<file path="config.mk">
export PLATFORM = sky130hd
export DESIGN_NAME = imem_loader
export DESIGN_NICKNAME = d
export VERILOG_FILES = /design/src/rtl/tisc_pkg.sv /design/src/rtl/imem_loader_csum.sv /design/src/rtl/imem_loader.sv
export SDC_FILE = /design/constraint.sdc
export NUM_CORES = 1
export LEC_CHECK = 0
export ABC_AREA = 1
export BUFFER_PORTS_ARGS = -buffer_cell sky130_fd_sc_hd__buf_4
export CAP_MARGIN = 10
export CORE_MARGIN = 2
export CORE_UTILIZATION = 46
export DETAILED_ROUTE_END_ITERATION = 10
export PLACE_DENSITY = 0.67
export SLEW_MARGIN = 20
export SYNTH_ARGS = -nofsm -noshare
export SYNTH_HDL_FRONTEND = slang
export SYNTH_HIERARCHICAL = 1
export SYNTH_SLANG_ARGS = --single-unit
</file>
<file path="constraint.sdc">
create_clock -name clk -period 1.55 [get_ports clk]
set_clock_uncertainty 0.15 [all_clocks]
set_input_delay 0 -clock clk [delete_from_list [all_inputs] [get_ports clk]]
set_output_delay 0 -clock clk [all_outputs]
set_load 0.05 [all_outputs]
</file>
<file path="src/rtl/tisc_pkg.sv">
// Shared definitions for the TISC instruction-memory loader.
//   LDR_INSTR_W   : instruction word width (two stream bytes per word)
//   LDR_SYNC_BYTE : default frame start marker
//   ldr_state_t   : loader FSM state encoding
package tisc_pkg;

  localparam int         LDR_INSTR_W   = 16;
  localparam logic [7:0] LDR_SYNC_BYTE = 8'hA5;

  // Frame completion (done) and rejection (error) are taken on the
  // transition edge straight back to ST_IDLE, so they need no state of
  // their own.
  typedef enum logic [2:0] {
    ST_IDLE  = 3'd0,
    ST_COUNT = 3'd1,
    ST_HI    = 3'd2,
    ST_LO    = 3'd3,
    ST_WRITE = 3'd4,
    ST_CSUM  = 3'd5
  } ldr_state_t;

endpackage

</file>
<file path="src/rtl/imem_loader_csum.sv">
// Running 8-bit modulo-256 checksum for a load frame.
//   clk, rst : clock, synchronous active-high reset
//   i_clr    : restart the sum (frame start)
//   i_add    : accumulate i_data
//   i_data   : stream byte (also the value compared against)
//   o_match  : running sum equals i_data
module imem_loader_csum
  import tisc_pkg::*;
(
  input  logic       clk,
  input  logic       rst,
  input  logic       i_clr,
  input  logic       i_add,
  input  logic [7:0] i_data,
  output logic       o_match
);

  logic [7:0] r_sum;

  always_ff @(posedge clk) begin
    if (rst || i_clr) begin
      r_sum <= 8'd0;
    end else if (i_add) begin
      r_sum <= r_sum + i_data;
    end
  end

  assign o_match = (r_sum == i_data);

endmodule

</file>
<file path="src/rtl/imem_loader.sv">
// Byte-stream program loader: assembles 16-bit words from a framed byte
// stream (SYNC, count N, N words high byte first) and writes them into
// instruction memory from address 0, holding the CPU until a good load.
// Optional trailing checksum byte enabled by the IMEM_LOADER_CSUM_EN macro.
//   clk, rst    : clock, synchronous active-high reset
//   in_data     : stream byte          in_valid / in_ready : handshake
//   imem_we     : one-cycle write strobe per word
//   imem_addr   : write address        imem_wdata : write data
//   cpu_hold    : processor held       load_done / load_err : frame status
module imem_loader
  import tisc_pkg::*;
#(
  parameter int         INSTR_W   = LDR_INSTR_W,
  parameter int         ADDR_W    = 8,
  parameter logic [7:0] SYNC_BYTE = LDR_SYNC_BYTE
) (
  input  logic               clk,
  input  logic               rst,
  input  logic [7:0]         in_data,
  input  logic               in_valid,
  output logic               in_ready,
  output logic               imem_we,
  output logic [ADDR_W-1:0]  imem_addr,
  output logic [INSTR_W-1:0] imem_wdata,
  output logic               cpu_hold,
  output logic               load_done,
  output logic               load_err
);

  localparam int unsigned MAX_WORDS = 32'd1 << ADDR_W;

  ldr_state_t         r_state;
  logic [ADDR_W-1:0]  r_waddr;
  logic [ADDR_W-1:0]  r_imem_addr;
  logic [INSTR_W-1:0] r_imem_wdata;
  logic [7:0]         r_hi;
  logic [7:0]         r_remain;
  logic               r_we;
  logic               r_hold;
  logic               r_done;
  logic               r_err;
  logic               w_xfer;

  // The only stall is the memory write cycle.
  assign in_ready = (r_state != ST_WRITE);
  assign w_xfer   = in_valid && in_ready;

`ifdef IMEM_LOADER_CSUM_EN
  logic w_csum_ok;
  logic w_csum_clr;
  logic w_csum_add;

  assign w_csum_clr = w_xfer && (r_state == ST_IDLE) && (in_data == SYNC_BYTE);
  assign w_csum_add = w_xfer && ((r_state == ST_COUNT) || (r_state == ST_HI) ||
                                 (r_state == ST_LO));

  imem_loader_csum u_csum (
    .clk     (clk),
    .rst     (rst),
    .i_clr   (w_csum_clr),
    .i_add   (w_csum_add),
    .i_data  (in_data),
    .o_match (w_csum_ok)
  );
`endif

  always_ff @(posedge clk) begin
    if (rst) begin
      r_state      <= ST_IDLE;
      r_waddr      <= '0;
      r_imem_addr  <= '0;
      r_imem_wdata <= '0;
      r_hi         <= 8'd0;
      r_remain     <= 8'd0;
      r_we         <= 1'b0;
      r_hold       <= 1'b1;
      r_done       <= 1'b0;
      r_err        <= 1'b0;
    end else begin
      r_we <= 1'b0;
      case (r_state)
        ST_IDLE: begin
          if (w_xfer && (in_data == SYNC_BYTE)) begin
            r_state <= ST_COUNT;
            r_hold  <= 1'b1;
            r_done  <= 1'b0;
            r_err   <= 1'b0;
          end
        end
        ST_COUNT: begin
          if (w_xfer) begin
            r_remain <= in_data;
            r_waddr  <= '0;
            if (in_data == 8'd0) begin
`ifdef IMEM_LOADER_CSUM_EN
              r_state <= ST_CSUM;
`else
              r_state <= ST_IDLE;
              r_hold  <= 1'b0;
              r_done  <= 1'b1;
`endif
            end else if (32'(in_data) > MAX_WORDS) begin
              // Would overrun the address space: reject before any write.
              r_state <= ST_IDLE;
              r_err   <= 1'b1;
            end else begin
              r_state <= ST_HI;
            end
          end
        end
        ST_HI: begin
          if (w_xfer) begin
            r_hi    <= in_data;
            r_state <= ST_LO;
          end
        end
        ST_LO: begin
          if (w_xfer) begin
            r_imem_addr  <= r_waddr;
            r_imem_wdata <= INSTR_W'({r_hi, in_data});
            r_we         <= 1'b1;
            r_state      <= ST_WRITE;
          end
        end
        ST_WRITE: begin
          // Output address register stays put; only the counter advances.
          r_waddr  <= r_waddr + ADDR_W'(1);
          r_remain <= r_remain - 8'd1;
          if (r_remain != 8'd1) begin
            r_state <= ST_HI;
          end else begin
`ifdef IMEM_LOADER_CSUM_EN
            r_state <= ST_CSUM;
`else
            r_state <= ST_IDLE;
            r_hold  <= 1'b0;
            r_done  <= 1'b1;
`endif
          end
        end
`ifdef IMEM_LOADER_CSUM_EN
        ST_CSUM: begin
          if (w_xfer) begin
            r_state <= ST_IDLE;
            if (w_csum_ok) begin
              r_hold <= 1'b0;
              r_done <= 1'b1;
            end else begin
              r_err <= 1'b1;
            end
          end
        end
`endif
        default: r_state <= ST_IDLE;
      endcase
    end
  end

  assign imem_we    = r_we;
  assign imem_addr  = r_imem_addr;
  assign imem_wdata = r_imem_wdata;
  assign cpu_hold   = r_hold;
  assign load_done  = r_done;
  assign load_err   = r_err;

endmodule

</file>
======== After elaboration in Yosys (flattened, before gate mapping) ========
Index checks and enable logic that the tools add are counted.
Widths: inputs -> output; s select.
storage, ports and cells
  register bits after elaboration ......... 54
  bits of input ports ..................... 11
  logic and storage cells ................. 59
operators by class
  add/sub/neg operators ................... 2
  equal/unequal tests ..................... 13
  multiplexer cells ....................... 22
  bitwise operators ....................... 1
  reduce and logical (&&, ||, !) cells .... 12
operators by type and width
  cell                 number
  $pmux 8 s2           2
  $mux 8               2
  $pmux 3 s5           1
  $mux 3               4
  $ne 2x2->1 const B   6
  $mux 1               9
  $add 8x1->8 const B  1
  $eq 8x8->1 const B   1
  $logic_not 8->1      1
  $ne 8x1->1 const B   1
  $sub 8x1->8 const B  1
  $eq 3x2->1 const B   2
  $pmux 1 s3           2
  $reduce_and 2->1     3
  $reduce_and 5->1     1
  $mux 2               2
  $reduce_and 4->1     1
  $eq 3x1->1 const B   1
  $eq 3x3->1 const B   1
  $logic_not 3->1      1
  $ne 3x3->1 const B   1
  $reduce_bool 3->1    1
  $logic_and 1x1->1    2
  $reduce_bool 2->1    1
  other kinds (2)      2

======== Logic depth before layout (Yosys ltp) ========
Gate-level depths: netlist of the first run.
  word-level depth ........................ 5
  gate-level depth with buffers ........... 11
  mapped depth without buffers ............ 11

======== Worst setup path after synthesis of the first run ========
No wires, ideal clock.
  kind .................................... flip-flop to flip-flop
  start ................................... register r_state[0]
  end ..................................... register r_remain[5]
  library setup time ...................... 0.132 ns
  arrival ................................. 1.193 ns
  required time ........................... 1.268 ns
  slack ................................... 0.075 ns
  cell stages (with the launch flop) ...... 7
  buffers on the path ..................... 1
  period minus slack after synthesis ...... 1.475 ns
  path through ............................ dfxtp_1 -> nor2_1 -> nand2_1 -> buf_6 -> or2_4 -> o211ai_1 -> a21oi_1
on the way
  longest elaborated chain between the ends .. 4
  elaborated cells between the ends (all ways) .. 8
ends and longest elaborated chain
  what                        line                text
  start, declared             imem_loader.sv:32   ldr_state_t r_state;
  start signal, assigned      imem_loader.sv:69   r_state <= ST_IDLE;
  start signal, assigned      imem_loader.sv:84   r_state <= ST_COUNT;
  start signal, assigned      imem_loader.sv:98   r_state <= ST_IDLE;
  $ne 3x3->1                  imem_loader.sv:45   assign in_ready = (r_state != ST_WRITE);
  net in_ready                imem_loader.sv:21   output logic in_ready,
  $logic_and 1x1->1           imem_loader.sv:46   assign w_xfer = in_valid && in_ready;
  $ne 2x2->1 (no line)        n/a
  $reduce_and 2->1 (no line)  n/a
  end signal, assigned        imem_loader.sv:92   r_remain <= in_data;
  end signal, assigned        imem_loader.sv:128  r_remain <= r_remain - 8'd1;
  end, declared               imem_loader.sv:37   logic [7:0] r_remain;
The timed path passes the listed nets, and every way through them passes these cells.
A chain may end at the register's enable or synchronous reset.

======== Worst setup path in the final report of the first run ========
  start ................................... register r_state[0]
  end ..................................... register r_remain[1]
on the way
  longest elaborated chain between the ends .. 4
  elaborated cells between the ends (all ways) .. 8
ends and longest elaborated chain
  what                        line
  $ne 3x3->1                  imem_loader.sv:45
  $logic_and 1x1->1           imem_loader.sv:46
  $ne 2x2->1 (no line)        n/a
  $reduce_and 2->1 (no line)  n/a
Parallel ways exist; a longest one is shown, timed or not.

==> impl_metrics.env, run 1 <==
export IMPL_run_status="finished clean"
export IMPL_ir_worst_vdd_v=0.0003884
export IMPL_die_area_mm2=0.005750
export IMPL_min_path_cells=2
export IMPL_comb_power_share_pct=6.1
export IMPL_via_per_inst=4.947
export IMPL_drt_iter0_drc=170
export IMPL_synth_area_leaders="dfxtp_1 46%, a21oi_1 9.9%, nand2_1 8.2%, inv_1 7.9%, o21ai_0 7.2%"
export IMPL_final_layout_size_suffix_gt1_share_pct=24.55
export IMPL_synthCells=326
export IMPL_fin_crit_ns=1.504
export IMPL_leakagePower_nw=1.246
export IMPL_syn_avg_cell_area_um2=7.281
export IMPL_ys_flop_type="dfxtp_1"
export IMPL_clock_sinks=54
export IMPL_num_vias=2261
export IMPL_grt_antenna_before_repair=0
export IMPL_grt_pass1_wl_mm=8.763
export IMPL_synth_area_leader_cell="dfxtp_1"
export IMPL_holdCritPathClass="reg -> reg"
export IMPL_synth_common_cells="54 x dfxtp_1, 52 x nand2_1, 50 x inv_1"
export IMPL_grt_use_total_pct=20.14
export IMPL_holdPathEnd="imem_addr[5]"
export IMPL_die_w_um=75.83
export IMPL_cp_end_kind="flop"
export IMPL_wirelength_mm=5.417
export IMPL_worstSetupPathType="reg -> reg"
export IMPL_start_kind="flop"
export IMPL_wire_per_inst_um=11.85
export IMPL_initial_core_util_pct=47.07
export IMPL_path_clk_slew_ns=0.09
export IMPL_arrival_ns=1.57
export IMPL_worst_slack_ns=0.04560
export IMPL_critPathSlowestCell="dfxtp_2"
export IMPL_drc=0
export IMPL_p_int_mw=1.932
export IMPL_critPathMostFrequentCell="nand2_4"
export IMPL_slew_violations=0
export IMPL_area_growth_pct=31.89
export IMPL_ant_nets=0
export IMPL_reg2reg_from="r_state[0]"
export IMPL_yosysWarnings=6
export IMPL_yosysMostFrequentCell="dfxtp_1"
export IMPL_clockBufferDepth=2
export IMPL_netlist_area_leader_share_pct=45.55
export IMPL_cp_max_fo=7
export IMPL_first_global_vias=1919
export IMPL_antennaDiodeCount=0
export IMPL_critPathMaxStageDelay_ns=0.36
export IMPL_cts_max_level=2
export IMPL_dp_slack_ns=0.04574
export IMPL_final_area_mm2=0.003131
export IMPL_cts_made_buffers=5
export IMPL_ys_seq_elements=54
export IMPL_switching_power_mw=0.5456
export IMPL_fin_nets=400
export IMPL_dieHeight_um=75.83
export IMPL_cts_tree="built"
export IMPL_maxCapViolations=0
export IMPL_drt_pass1_iter_count=5
export IMPL_ys_types=30
export IMPL_dp_cells=434
export IMPL_place_hpwl_mm=3.681
export IMPL_reg2reg_depth=7
export IMPL_grt_max_degree=51
export IMPL_grt_overflow=0
export IMPL_setup_viol=0
export IMPL_p_sw_share_pct=22.02
export IMPL_ys_seq_area_share_pct=45.55
export IMPL_pwr_density_cell_mw_per_mm2=791.4
export IMPL_clk_latency_ns=0.31
export IMPL_hold_violations=0
export IMPL_p_seq_share_pct=56.1
export IMPL_synth_nets=340
export IMPL_instances_no_fill=457
export IMPL_n_fill_cell=445
export IMPL_synth_enable_flop_cells=0
export IMPL_place_gp_congestion=0.8334
export IMPL_core_area_mm2=0.005042
export IMPL_required_ns=1.62
export IMPL_clkPwrFrac_pct=37.8
export IMPL_crit_path_cell_trace="inv_2, nor3_4, nand2_4, nand2_4, buf_6, nor2_1, o21a_1"
export IMPL_num_io_pins=40
export IMPL_holdCritStartpoint="imem_addr[5]"
export IMPL_io_buffers=38
export IMPL_synth_area_mm2=0.002374
export IMPL_synthArstFlopShare_pct=0
export IMPL_rows=26
export IMPL_fin_crit_sh_pct=97.06
export IMPL_cts_root_buf="clkbuf_8"
export IMPL_reg2reg_to="r_remain[1]"
export IMPL_fmax_mhz=664.7
export IMPL_rrSetupSlack_ns=0.05
export IMPL_post_dp_cell_area_mm2=0.002790
export IMPL_rsz0062_at_grt="yes"
## state kept, by name, summed over array words and instances, names as in the netlist
register and count:
r_waddr 8, r_hi 8, cpu_hold 1, load_done 1, r_remain 8, imem_we 1
imem_addr 8, imem_wdata 16, r_state 3
## stage by stage
stage | hold slack (ns) | TNS, ns | total power [mW] | utilization, %
6_report | 0.2981 | 0 | 2.477 | 62.08
5_1_grt | 0.3121 | -0.3051 | 2.581 | 62.08
4_1_cts | 0.2999 | 0 | 2.489 | 59.50
3_5_place_dp | 0.1609 | 0 | 1.543 | 55.34
3_3_place_gp | 0.1570 | 0 | 1.543 | 55.34
2_1_floorplan | -0.07153 | 0 | 1.491 | -
## worst max-delay path by stage
stage	startpoint	endpoint	slack (ns)	cells after the start
6_report	r_state[0]	r_remain[1]	0.05	7
5_1_grt	r_remain[1]	cpu_hold	-0.09	11
4_1_cts	r_remain[1]	cpu_hold	0.02	11
3_5_place_dp	r_state[1]	r_waddr[6]	0.05	8
3_3_place_gp	r_state[0]	r_remain[3]	0.08	7
2_1_floorplan	r_state[0]	r_remain[5]	0.07	6
## layer usage
layer  GRT usage, %  part of all wire, %
met1          26.82                   47
met2          31.80                   47
met3          4.894                  4.2
met4          7.212                  1.4
met5              0                    0
## worst max-delay path: cells and delay by family (launching register included)
kind                   cells  cell delay [ns]
AO/OA/AOI/OAI              1             0.16
flip-flops                 1             0.36
buffers and inverters      2             0.16
AND/OR/NAND/NOR            4             0.59
## cell families (layout without fill, tap and decap cells)
family	Yosys count	count (layout)	synth area share, %
xor gates and xnor gates	1	1	0.3691
DFF	54	54	45.55
buffers and inverters	66	127	11.49
AOI/OAI and AO/OA	98	98	22.25
other	1	1	0.1580
adders and majority gates	3	3	1.582
and+or+nand+nor	103	103	18.61
## cell type report
class / instances / area (µm²) / area share, %
Clock buffer: 6 / 72.57 / 2.318
Clock inverter: 2 / 37.54 / 1.199
Inverter: 51 / 198.9 / 6.355
Multi-Input combinational cell: 206 / 1090 / 34.81
Sequential cell: 54 / 1085 / 34.65
Tap cell: 70 / 87.58 / 2.798
Timing Repair Buffer: 68 / 559.3 / 17.87
## power groups by stage
stage	clock, mW	sequential, mW	combinational [mW]
after floorplan	0	1.42	0.0677
after global placement	0	1.42	0.120
after detailed placement	0	1.42	0.121
after CTS	0.958	1.39	0.141
after global routing	1.02	1.39	0.167
final	0.936	1.39	0.151
## placed cells by master (no fill, tap or decap), types with 4 or more instances in the layout
| cell | count |
|---|---|
| dfxtp_1 | 51 |
| nand2_2 | 4 |
| nand3_1 | 13 |
| nor3_1 | 4 |
| buf_4 | 54 |
| nand2_1 | 48 |
| inv_1 | 46 |
| inv_2 | 4 |
| o21ai_1 | 5 |
| a21oi_1 | 46 |
| o21ai_0 | 31 |
| nor2_1 | 22 |
| clkbuf_8 | 5 |
| dlygate4sd3_1 | 10 |
## timing repair
action                                  4_1_cts  5_1_grt
hold buffers                                 10        0
resized for setup                             0       35
endpoints found under the setup margin        0       17
hold endpoints to repair                     34        0
buffers inserted                              0        5
No activity file was read; power rests on OpenSTA's default activity.
==> inputs of run 2 (changes only) <==
BUFFER_PORTS_ARGS = unset   (was -buffer_cell sky130_fd_sc_hd__buf_4)
DONT_BUFFER_PORTS = 1   (was unset)
PLACE_DENSITY = unset   (was 0.67)
==> impl_metrics.env, run 2 (synthesis results as in run 1) <==
export IMPL_run_status="complete, but fails checks"
export IMPL_violations="negative hold slack"
export IMPL_drt_pass1_iter_count=4
export IMPL_hold_violations=25
export IMPL_holdCritStartpoint="in_valid"
export IMPL_fin_crit_ns=1.512
export IMPL_critPathMostFrequentCell="nand2_2"
export IMPL_crit_path_cell_trace="inv_2, nor3_4, inv_1, nand2_2, nand3_2, nor2_4, nand2_2, o21ai_2, nand2_1"
export IMPL_p_int_mw=1.756
export IMPL_reg2reg_to="cpu_hold"
export IMPL_reg2reg_from="r_state[0]"
export IMPL_dp_slack_ns=0.02652
export IMPL_comb_power_share_pct=5.3
export IMPL_crit_family="simple AND/OR/NAND/NOR gates"
export IMPL_leakagePower_nw=1.146
export IMPL_grt_antenna_before_repair=1
export IMPL_die_w_um=75.83
export IMPL_rsz0062_at_grt="yes"
export IMPL_cts_root_buf="clkbuf_8"
export IMPL_initial_core_util_pct=47.07
export IMPL_required_ns=1.61
export IMPL_p_total_mw=2.314
export IMPL_relSlewSlack_pct=40.95
export IMPL_cp_max_fo=4
export IMPL_mostFrequentLayoutCells="51 x dfxtp_1, 48 x inv_1, 48 x nand2_1, 47 x a21oi_1, 40 x buf_4"
export IMPL_instances_no_fill=442
export IMPL_largest_register_ffs=16
export IMPL_ir_worst_vdd_v=0.0003929
export IMPL_first_global_vias=2011
export IMPL_critPathSlowestCell="dfxtp_2"
export IMPL_ant_nets=0
export IMPL_fin_util_pct=58.66
export IMPL_via_per_inst=4.928
export IMPL_place_gp_congestion=0.8819
export IMPL_fmax_mhz=661.5
export IMPL_io_buffers=0
export IMPL_clockBufferDepth=2
export IMPL_grt_pass1_wl_mm=9.259
export IMPL_clk_latency_ns=0.31
export IMPL_clock_sinks=54
export IMPL_switching_power_mw=0.5582
export IMPL_num_vias=2178
export IMPL_die_area_mm2=0.005750
export IMPL_cts_made_buffers=5
export IMPL_arrival_ns=1.57
export IMPL_p_seq_share_pct=60.1
export IMPL_dp_cells=419
export IMPL_worst_slack_ns=0.03825
export IMPL_setup_viol=0
export IMPL_final_layout_size_suffix_gt1_share_pct=19.68
export IMPL_slew_violations=0
export IMPL_wire_per_inst_um=12.77
export IMPL_cp_end_kind="flop"
export IMPL_grt_max_degree=50
export IMPL_p_sw_share_pct=24.12
export IMPL_drt_iter0_drc=118
export IMPL_clkPwrFrac_pct=34.6
export IMPL_area_growth_pct=24.62
export IMPL_pwr_density_cell_mw_per_mm2=782.5
export IMPL_maxCapViolations=0
export IMPL_fin_setup_tns_ns=0
export IMPL_fin_nets=384
export IMPL_drc=0
export IMPL_worstSetupPathType="reg -> reg"
export IMPL_wirelength_mm=5.643
export IMPL_whs_ns=-0.3067
export IMPL_dieHeight_um=75.83
export IMPL_final_area_mm2=0.002958
export IMPL_min_path_cells=2
export IMPL_rrSetupSlack_ns=0.04
export IMPL_grt_overflow=0
export IMPL_start_kind="flop"
export IMPL_final_common_cell="dfxtp_1"
export IMPL_n_fill_cell=503
export IMPL_holdPathEnd="r_hi[6]"
export IMPL_rows=26
export IMPL_core_area_mm2=0.005042
export IMPL_tightest_slew_ns=0.8828
export IMPL_reg2reg_depth=9
export IMPL_num_io_pins=40
export IMPL_fin_crit_sh_pct=97.53
export IMPL_cp_num_buf_inv=2
export IMPL_cts_max_level=2
export IMPL_post_dp_cell_area_mm2=0.002678
export IMPL_holdCritPathClass="in -> reg"
export IMPL_place_hpwl_mm=3.813
export IMPL_grt_use_total_pct=21.05
export IMPL_cts_tree="built"
export IMPL_path_clk_slew_ns=0.10
export IMPL_critPathMaxStageDelay_ns=0.37
[run 2: power by group through the flow]
stage	Clock, mW	Combinational, mW	Sequential, mW
floorplan	0	0.0677	1.42
global placement	0	0.0710	1.42
detailed placement	0	0.0718	1.42
CTS	0.825	0.107	1.39
global route	0.890	0.137	1.39
finish	0.800	0.123	1.39
[run 2: timing repair]
item,in CTS,in global routing
endpoints found under the setup margin,2,26
pin swaps,0,5
hold buffers,10,1
cloned,0,0
buffers inserted,0,3
gates resized for setup,2,19
endpoints found under the hold margin,54,28
[run 2: cell type report]
class                           count  area [µm²]  share of cell area, %
Timing Repair Buffer               52       430.4                  14.55
Inverter                           51       193.9                  6.557
Sequential cell                    54        1085                  36.68
Tap cell                           70       87.58                  2.961
Multi-Input combinational cell    206        1066                  36.04
Clock inverter                      3       23.77                 0.8037
Antenna cell                        1       2.502                0.08460
Clock buffer                        5       68.82                  2.327
[run 2: metal layers]
metal | track usage (%) | vias to the layer above | part of all wire, %
met3 | 5.952 | 11 | 5.7
li1 | - | 1150 | -
met4 | 6.823 | 0 | 1.8
met2 | 32.47 | 55 | 44
met1 | 28.41 | 962 | 48
met5 | 0 | - | 0
[run 2: worst max-delay path by stage]
stage	from	depth (start not counted)	slack (ns)	endpoint
after floorplan	r_state[0]	6	0.07	r_remain[5]
after global placement	r_state[0]	8	0.05	r_remain[7]
after detailed placement	r_state[1]	8	0.03	r_waddr[6]
after CTS	r_state[2]	7	0.03	r_remain[7]
after global routing	r_state[1]	8	-0.08	r_waddr[6]
final	r_state[0]	9	0.04	cpu_hold
==> inputs of run 3 (changes only) <==
--- a/config.mk
+++ b/config.mk
@@ -10,5 +10,6 @@
 export CORE_MARGIN = 2
-export CORE_UTILIZATION = 46
+export CORE_UTILIZATION = 61
 export DETAILED_ROUTE_END_ITERATION = 10
 export DONT_BUFFER_PORTS = 1
+export PLACE_DENSITY = 0.77
 export SLEW_MARGIN = 20
--- a/constraint.sdc
+++ b/constraint.sdc
@@ -4,2 +4,2 @@
 set_output_delay 0 -clock clk [all_outputs]
-set_load 0.05 [all_outputs]
+set_load 0.005 [all_outputs]
==> impl_metrics.env, run 3 (synthesis results as in run 1) <==
export IMPL_worstSetupPathType="reg -> reg"
export IMPL_ant_nets=0
export IMPL_wire_per_inst_um=14.33
export IMPL_grt_pass1_wl_mm=8.928
export IMPL_drt_pass1_iter_count=5
export IMPL_cts_max_level=2
export IMPL_tightest_slew_ns=0.9053
export IMPL_fin_nets=355
export IMPL_rsz0062_at_grt="yes"
export IMPL_clk_latency_ns=0.31
export IMPL_die_w_um=66.38
export IMPL_largest_register_ffs=16
export IMPL_worst_slack_ns=-0.0008099
export IMPL_maxCapViolations=0
export IMPL_path_clk_slew_ns=0.09
export IMPL_wirelength_mm=5.588
export IMPL_initial_core_util_pct=64.35
export IMPL_cts_setup_buffers=0
export IMPL_run_status="complete, but fails checks"
export IMPL_first_global_vias=1936
export IMPL_place_gp_congestion=0.8750
export IMPL_start_kind="flop"
export IMPL_final_layout_size_suffix_gt1_share_pct=12.57
export IMPL_cts_made_buffers=5
export IMPL_violations="negative setup slack"
export IMPL_holdCritPathClass="in -> reg"
export IMPL_core_area_mm2=0.003689
export IMPL_place_hpwl_mm=3.678
export IMPL_clockBufferDepth=2
export IMPL_cts_tree="built"
export IMPL_leakagePower_nw=1.021
export IMPL_grt_antenna_before_repair=0
export IMPL_n_fill_cell=301
export IMPL_num_io_pins=40
export IMPL_arrival_ns=1.59
export IMPL_fin_crit_sh_pct=100.1
export IMPL_fin_util_pct=74.46
export IMPL_cts_root_buf="clkbuf_8"
export IMPL_cp_end_kind="flop"
export IMPL_ir_worst_vdd_v=0.0005970
export IMPL_rows=22
export IMPL_via_per_inst=5.467
export IMPL_grt_overflow=0
export IMPL_crit_path_cell_trace="inv_4, nor3_4, inv_1, nand2_1, nand3_2, nor2_4, nand2_2, o21ai_2, nand2_1"
export IMPL_area_growth_pct=15.71
export IMPL_dieHeight_um=66.38
export IMPL_io_buffers=0
export IMPL_die_area_mm2=0.004406
export IMPL_grt_use_total_pct=26.25
export IMPL_slew_violations=0
export IMPL_clock_sinks=54
export IMPL_fmax_mhz=644.8
export IMPL_cp_max_fo=5
export IMPL_antennaDiodeCount=0
export IMPL_fin_crit_ns=1.551
export IMPL_mostFrequentLayoutCells="51 x dfxtp_1, 49 x nand2_1, 48 x inv_1, 47 x a21oi_1, 30 x o21ai_0"
export IMPL_final_common_cell="dfxtp_1"
export IMPL_critPathMostFrequentCell="nand2_1"
export IMPL_num_vias=2132
export IMPL_critPathMaxStageDelay_ns=0.39
export IMPL_critPathSlowestCell="dfxtp_4"
export IMPL_whs_ns=0.04630
export IMPL_pwr_density_cell_mw_per_mm2=859.6
export IMPL_drt_iter0_drc=206
export IMPL_relSlewSlack_pct=39.45
export IMPL_hold_violations=0
export IMPL_setup_viol=1
export IMPL_grt_max_degree=50
export IMPL_multi_input_area_mm2=0.001082
export IMPL_required_ns=1.59
export IMPL_regArea_mm2=0.001087
export IMPL_drc=0
## run 3: worst paths after layout
path                    from    endpoint  slack, ns  cells past startpoint
setup / recovery  r_state[0]    cpu_hold    -0.0008                      9
hold / removal    in_data[6]  r_state[1]       0.05                      6
setup reg to reg  r_state[0]    cpu_hold    -0.0008                      9
hold reg to reg      r_hi[2]     r_hi[2]       0.31                      2
## run 3: layout make-up
class	instances	area share, %
Timing Repair Buffer	23	8.064
Multi-Input combinational cell	206	39.41
Inverter	51	7.153
Sequential cell	54	39.59
Tap cell	48	2.187
Clock buffer	6	3.007
Clock inverter	2	0.5923
## run 3: what timing repair did
item / 4_1_cts / 5_1_grt
endpoints found under the hold margin: 41 / 0
pin swaps: 0 / 4
hold buffers: 12 / 0
resized for setup: 2 / 27
endpoints found under the setup margin: 1 / 36
## run 3: metrics by stage
| stage | worst slack (ns) | instances | power, mW | TNS, ns | instance area, µm² |
|---|---|---|---|---|---|
| after global placement | 0.06436 | 370 | 1.487 | 0 | 2447 |
| after floorplan | 0.1214 | 326 | 1.486 | 0 | 2374 |
| after detailed placement | -0.02318 | 370 | 1.489 | -0.02318 | 2447 |
| after global routing | -0.1181 | 390 | 2.429 | -0.5068 | 2746 |
| final | -0.0008099 | 390 | 2.361 | -0.0008099 | 2746 |
| after CTS | 0.001842 | 390 | 2.362 | 0 | 2673 |
## run 3: worst max-delay path, delay by kind of cell, from the launching register on
kind	cells	cell delay (ns)
buf+inv	2	0.11
flops	1	0.39
compound gates	1	0.05
simple gates	6	0.74
## run 3: layer usage
metal / part of all wire (%) / global-route usage [%] / up-vias
met3: 7.1 / 5.622 / 7
met2: 47 / 44.50 / 82
met1: 44 / 33.26 / 957
met5: 0 / 0 / -
li1: - / - / 1086
met4: 1.1 / 7.908 / 0
## run 3: power by group
| group | leakage [nW] | switching [mW] | internal (mW) |
|---|---|---|---|
| combinational | 0.537 | 0.0780 | 0.0452 |
| clock | 0.0478 | 0.479 | 0.369 |
| sequential | 0.437 | 0.00240 | 1.39 |
